[src/rtl/mul_seq_ctrl.sv]
// rtl/mul_seq_ctrl.sv - multi-cycle shift-add MUL sequencer for the execute stage
//
// Purpose: accepts a MUL (alu_control 3'b011) from the execute stage and runs a
// radix-2 shift-add multiply over WIDTH cycles. The pipeline is held with stall
// while the multiply runs. The low WIDTH bits of the product are returned
// together with a one-cycle done pulse. WIDTH must be at least 2.
//
// Ports:
//   clk          rising-edge clock
//   rst          asynchronous active-high reset
//   start        execute stage holds a valid instruction
//   alu_control  ALU control code; only 3'b011 (MUL) starts a multiply
//   op_a         multiplicand, sampled only at accept
//   op_b         multiplier, sampled only at accept
//   flush        synchronous abort of any in-flight multiply
//   stall        combinational pipeline hold (accept cycle plus all RUN cycles)
//   busy         registered, high in RUN and DONE
//   done         registered single-cycle pulse, result valid
//   result       registered low WIDTH bits of op_a*op_b, held until next completion

module mul_seq_ctrl #(
   parameter int WIDTH = 32
) (
   input  logic             clk,
   input  logic             rst,
   input  logic             start,
   input  logic [2:0]       alu_control,
   input  logic [WIDTH-1:0] op_a,
   input  logic [WIDTH-1:0] op_b,
   input  logic             flush,
   output logic             stall,
   output logic             busy,
   output logic             done,
   output logic [WIDTH-1:0] result
);

   localparam logic [2:0]    ALU_MUL = 3'b011;
   localparam int            CW      = $clog2(WIDTH) + 1;
   localparam logic [CW-1:0] LAST    = CW'(WIDTH - 1);

   typedef enum logic [1:0] {
      S_IDLE,
      S_RUN,
      S_DONE
   } state_t;

   state_t           state;
   logic [WIDTH-1:0] mcand;
   logic [WIDTH-1:0] mplier;
   logic [WIDTH-1:0] acc;
   logic [CW-1:0]    count;
   logic             accept;
   logic [WIDTH-1:0] acc_next;

   assign accept   = (state == S_IDLE) && start && (alu_control == ALU_MUL) && !flush;
   assign stall    = accept || (state == S_RUN);
   // Partial-product add for the current multiplier bit; wraps modulo 2^WIDTH.
   assign acc_next = mplier[0] ? (acc + mcand) : acc;

   always_ff @(posedge clk or posedge rst) begin
      if (rst) begin
         state  <= S_IDLE;
         mcand  <= '0;
         mplier <= '0;
         acc    <= '0;
         count  <= '0;
         busy   <= 1'b0;
         done   <= 1'b0;
         result <= '0;
      end else begin
         case (state)
            S_IDLE: begin
               done <= 1'b0;
               if (accept) begin
                  mcand  <= op_a;
                  mplier <= op_b;
                  acc    <= '0;
                  count  <= '0;
                  busy   <= 1'b1;
                  state  <= S_RUN;
               end
            end
            S_RUN: begin
               if (flush) begin
                  // Abort: result keeps the previous completed product.
                  busy  <= 1'b0;
                  state <= S_IDLE;
               end else begin
                  acc    <= acc_next;
                  mcand  <= mcand << 1;
                  mplier <= mplier >> 1;
                  count  <= count + 1'b1;
                  // Fixed WIDTH iterations; no early exit on a zero multiplier.
                  if (count == LAST) begin
                     result <= acc_next;
                     done   <= 1'b1;
                     state  <= S_DONE;
                  end
               end
            end
            S_DONE: begin
               // start is not re-sampled here so a held instruction is not re-accepted.
               done  <= 1'b0;
               busy  <= 1'b0;
               state <= S_IDLE;
            end
            default: begin
               done  <= 1'b0;
               busy  <= 1'b0;
               state <= S_IDLE;
            end
         endcase
      end
   end

endmodule

[config.mk]
export PLATFORM = sky130hd
export DESIGN_NAME = mul_seq_ctrl
export DESIGN_NICKNAME = d
export VERILOG_FILES = /design/src/rtl/mul_seq_ctrl.sv
export SDC_FILE = /design/constraint.sdc
export NUM_CORES = 1
export LEC_CHECK = 0
export ABC_AREA = 1
export CORE_UTILIZATION = 34
export CTS_CLUSTER_SIZE = 30
export DETAILED_ROUTE_END_ITERATION = 8
export GPL_TIMING_DRIVEN = 1
export PLACE_DENSITY_LB_ADDON = 0.15
export REMOVE_ABC_BUFFERS = 1
export SYNTH_ARGS = -nofsm -noshare
export SYNTH_HDL_FRONTEND = slang
export SYNTH_SLANG_ARGS = --single-unit
[constraint.sdc]
create_clock -name clk -period 6.42 [get_ports clk]
set_input_delay 0.963 -clock clk [delete_from_list [all_inputs] [get_ports clk]]
set_output_delay 0.963 -clock clk [all_outputs]
set_load 0.05 [all_outputs]
== Word level (Yosys, flattened, before mapping) ==
Cells that the tools add are included.

* Bits in registers: 138
* Memory bits (writable): 0
* Memories: 0
* ROM bits: 0
* Input port bits: 71
* Latch bits: 0

* Bitwise gates (word level): 1
* Shift operators: 0
* Magnitude comparators: 0
* Div/mod/pow operators: 0
* Add/subtract/negate cells: 2
* Multiply operators: 0
* Multiplexer cells: 23
* Eq/ne operators: 8
* Reduce and logical (&&, ||, !) cells: 12

{| class="wikitable"
|+ Operators by type and width
! cell !! number
|-
| two-way mux 32 bit || 7
|-
| one-hot mux 32 bit (2 select lines) || 3
|-
| adder 32 bit || 1
|-
| two-way mux 6 bit || 2
|-
| one-hot mux 6 bit (2 select lines) || 1
|-
| adder 6 x 1 -> 6 bit (second input constant) || 1
|-
| equality test 6 x 5 -> 1 bit (second input constant) || 1
|-
| two-way mux 2 bit || 3
|-
| inequality test 2 bit (second input constant) || 3
|-
| AND reduction 2 bit || 3
|-
| AND reduction 3 bit || 2
|-
| two-way mux 1 bit || 5
|-
| one-hot mux 2 bit (2 select lines) || 1
|-
| equality test 3 x 2 -> 1 bit (second input constant) || 1
|-
| logical AND 1 bit || 3
|-
| inequality test 3 x 2 -> 1 bit (second input constant) || 1
|-
| equality test 2 x 1 -> 1 bit (second input constant) || 1
|-
| zero test 2 bit || 1
|-
| inequality test 2 x 1 -> 1 bit (second input constant) || 1
|-
| one-hot mux 1 bit (2 select lines) || 1
|-
| nonzero test 2 bit || 1
|-
| zero test 1 bit || 1
|-
| logical OR 1 bit || 1
|-
| NOT 1 bit || 1
|}

== Longest topological paths before layout ==
* Depth in word-level cells: 6
* Mapped depth: 14

== Worst setup path before layout ==
Ideal clock, no wire load.

* Path type: input-to-output
* From: in alu_control[1]
* To: out stall
* Slack: 3759 ps
* Stages on the path: 4
* Data arrival time: 1698 ps
* Path through: nand2_1 nor2_1 nand4_2 nand2_1

* Word-level cells in the longest chain between the ends: 4

{| class="wikitable"
|+ RTL lines
! what !! RTL line !! RTL
|-
| start: declaration || 27 || <nowiki>input logic [2:0] alu_control,</nowiki>
|-
| equality test 3 x 2 -> 1 bit || 55 || <nowiki>assign accept = (state == S_IDLE) && start && (alu_control == ALU_MUL) && !flush;</nowiki>
|-
| logical AND 1 bit (2 in a row) || 55 ||
|-
| logical OR 1 bit || 56 || <nowiki>assign stall = accept || (state == S_RUN);</nowiki>
|-
| end: declaration || 31 || <nowiki>output logic stall,</nowiki>
|}

No other way between the ends.

== Worst setup path in the final report ==
* From: in alu_control[0]
* To: out stall

Same word-level chain as after synthesis.

==> impl_metrics.ini <==
[yosys]
synth.avg_cell_area_um2 = 7.05
ys_seq_area_share_pct = 40.2
synth-warning-count = 0
postSynthCellCount = 1218
yosysUniqueCellTypes = 35
synth_seq_cells = 138
syn-cell-area_um2 = 8580

[cells_and_area]
syn_to_final_growth_pct = 22.1
instances_no_fill = 1635
layout.nets = 1403
antenna_cells = 0
fillers = 2559
drive_gt1_share_pct = 4.50
final_util_pct = 42.7

[critical_path]
cp_cell_sequence = clkdlybuf4s50_1 -> nand2_1 -> nor2_1 -> nand4_2 -> nand2_1 -> clkdlybuf4s50_1
worstSetupStartpoint = alu_control[0]
critPathTopFamily = buffers and inverters
cp_data_arrival_time_ns = 2.92
path_max_fanout = 9
crit_path_start_kind = primary input
crit_path_max_incr_delay_ns = 0.82
cp_slowest_cell = clkdlybuf4s50_1
critPathCaptureType = primary output
rr_startpoint = state[1]$_DFFE_PP0P_
crit_buf_inv = 2
critPathRequiredTime_ns = 5.46
worst-setup-path-type = in2out

[power]
power_density_nw_per_um2 = 350
peakVddDrop_mv = 0.159
power.leakage_nw = 5.33
power.total_mw = 3.67

[die]
std_cell_rows = 57
die_height_um = 161
die_w_um = 161
num_io_pins = 106
die_area_um2 = 25900
start_util_pct = 35.0
core_um2 = 24500

[cts]
cts_inserted_buffers = 17
cts_tree = built
clk_path_buf_depth = 2
cts_setup_buffers = 0
clkLatencyLatePin_ns = 0.44
cts.sinks = 138
cts_resized = 0
cts_root_buf = clkbuf_16
cts_hold_buffers = 0
cts_max_level = 4
clk_pin_slew_ns = 0.06

[detailed_routing]
viasPerCell = 4.74
drc = 0
routed-via-count = 7756
drtPass1Iterations = 6
finalWirelength_mm = 22.8
final_antenna_net_count = 0
wl_per_cell_um = 13.9
drtIter0Drc = 551

[grt]
grt_pass1_vias = 7332
antenna_found_initial = 0
track_usage_pct = 18.5
grt_first_pass_wirelength_mm = 37.9
grt_max_degree = 85
gr-total-overflow = 0

[timing]
hold_viol_final = 0
fin_crit_sh_pct = 60.5
skew_ns = 0.0144
worst_slack_ns = 2.54
final.setup.tns_ns = 0
setup_viol = 0
rsz0062_at_grt = no
period_minus_slack_ns = 3.88
max_freq_ghz = 0.257
worst_pin_slew_ns = 0.976
drv_slew = 0
slew_headroom_pct = 34.8

[run]
maxCapViolations = 0

[min_path]
hold_path_class = reg2reg
worstHoldStart = result[17]$_DFFE_PP0P_

[placement]
place.port_buffers = 105
gpl.final_weighted_congestion = 0.911
dp_hpwl_mm = 16.2
place_inst = 1604
pre_cts_slack_ns = 2.49

[outcome]
run_status = complete, no violations
==> cell usage in the layout, fill, tap and decap left out, types with 2 or more instances in the layout <==
cell,netlist,layout
xnor2_1,8,8
ha_1,32,32
bufinv_16,0,5
inv_1,203,202
clkinvlp_4,0,2
nor2_4,2,2
nand4_1,4,4
dfrtp_1,138,137
a31oi_1,2,2
o22ai_1,8,8
nor3_1,3,3
nand2_1,412,412
clkdlybuf4s50_1,0,105
o21ai_1,61,61
o21bai_1,3,3
o21ai_0,33,33
nand3_1,95,95
clkinv_4,0,3
buf_4,1,4
inv_6,0,4
inv_2,3,3
or2_2,15,15
xor2_1,7,7
o211ai_1,63,63
a21oi_1,25,25
clkbuf_16,0,17
nor2_1,45,45
==> cell type report <==
| type | count | area, um^2 | area share (%) |
|---|---|---|---|
| timing repair buffer | 109 | 1080 | 10.3 |
| sequential | 138 | 3450 | 32.9 |
| tap | 324 | 405 | 3.87 |
| inverter | 207 | 782 | 7.46 |
| clock buffer | 18 | 429 | 4.09 |
| multi-input combinational | 826 | 4120 | 39.2 |
| clock inverter | 13 | 218 | 2.08 |
==> registers in the layout, summed over array words and instances, names as in the netlist <==
register and cells:
acc 32, state 2, busy 1, done 1
result 32, count 6, mplier 32, mcand 32
==> per-layer routing <==
metal | vias up | global-route usage [%] | part of all wire (%)
met4 | 0 | 5.83 | 1.3
met5 | - | 0 | 0
met1 | 3539 | 26.6 | 51
met3 | 20 | 4.08 | 5.1
met2 | 154 | 27.5 | 43
li1 | 4043 | - | -
==> logic make-up (layout without fill, tap and decap cells) <==
logic type,Yosys count,count (layout),share of synthesized area (%)
DFF,138,138,40.2
buffers and inverters,254,347,11.9
and+or+nand+nor,580,580,27.7
AOI/OAI and AO/OA,197,197,13.6
xor gates and xnor gates,15,15,1.53
muxes,1,1,0.117
adders and majority gates,33,33,4.90
==> worst min-delay path: cells and delay by family, from the launching register on <==
family,cells,cell delay [ns]
and+or+nand+nor,2,0.10
DFF,1,0.34
==> synth_stat cells <==
cell      instances  area, um^2
buf_4             1        7.51
nand2_2           1        6.26
fa_1              1        20.0
nor2_2            1        6.26
o21ai_0          33         165
xnor2_1           8        70.1
a31oi_1           2        12.5
mux2i_1           1        10.0
clkbuf_1         23        86.3
nand4_2           1        12.5
inv_1           203         762
nor2_1           45         169
nor3_1            3        15.0
nand4_1           4        25.0
a21o_1            1        7.51
o22ai_1           8        50.1
inv_2             3        11.3
clkbuf_2          1        5.00
buf_2            14        70.1
a21oi_1          25         125
buf_6             6        67.6
clkinv_1          1        3.75
nand3_1          95         475
dfrtp_1         138        3450
or2_1             1        6.26
or2_2            15        93.8
o211ai_1         63         473
o21bai_1          3        22.5
a22o_1            1        8.76
nor2_4            2        22.5
nand2_1         412        1550
xor2_1            7        61.3
buf_1             2        7.51
ha_1             32         400
o21ai_1          61         305
==> report_power, final <==
group	leakage [nW]	switching [mW]	internal (mW)
Clock	0.308	0.417	0.692
Sequential	1.77	0.139	1.06
Combinational	3.25	0.862	0.502
Total	5.33	1.42	2.26
==> metrics by stage <==
stage          hold WS (ns)  area, um^2
2_1_floorplan         0.467        8340
3_3_place_gp          0.461        9840
3_5_place_dp          0.466        9840
4_1_cts               0.483       10500
5_1_grt               0.496       10500
6_report              0.474       10500
==> path summary, 6_finish.rpt <==
kind | to | slack (ns) | depth (start not counted)
worst max-delay path | stall | 2.54 | 6
worst min register to register | result[17]$_DFFE_PP0P_ | 0.47 | 2
min in group asynchronous | done$_DFFE_PP0P_ | 1.05 | 2
worst min-delay path | result[17]$_DFFE_PP0P_ | 0.47 | 2
worst max register to register | mcand[14]$_DFFE_PP0P_ | 2.63 | 9
max in group asynchronous | mcand[28]$_DFFE_PP0P_ | 4.12 | 3
Power figures use the tool's default switching activity.
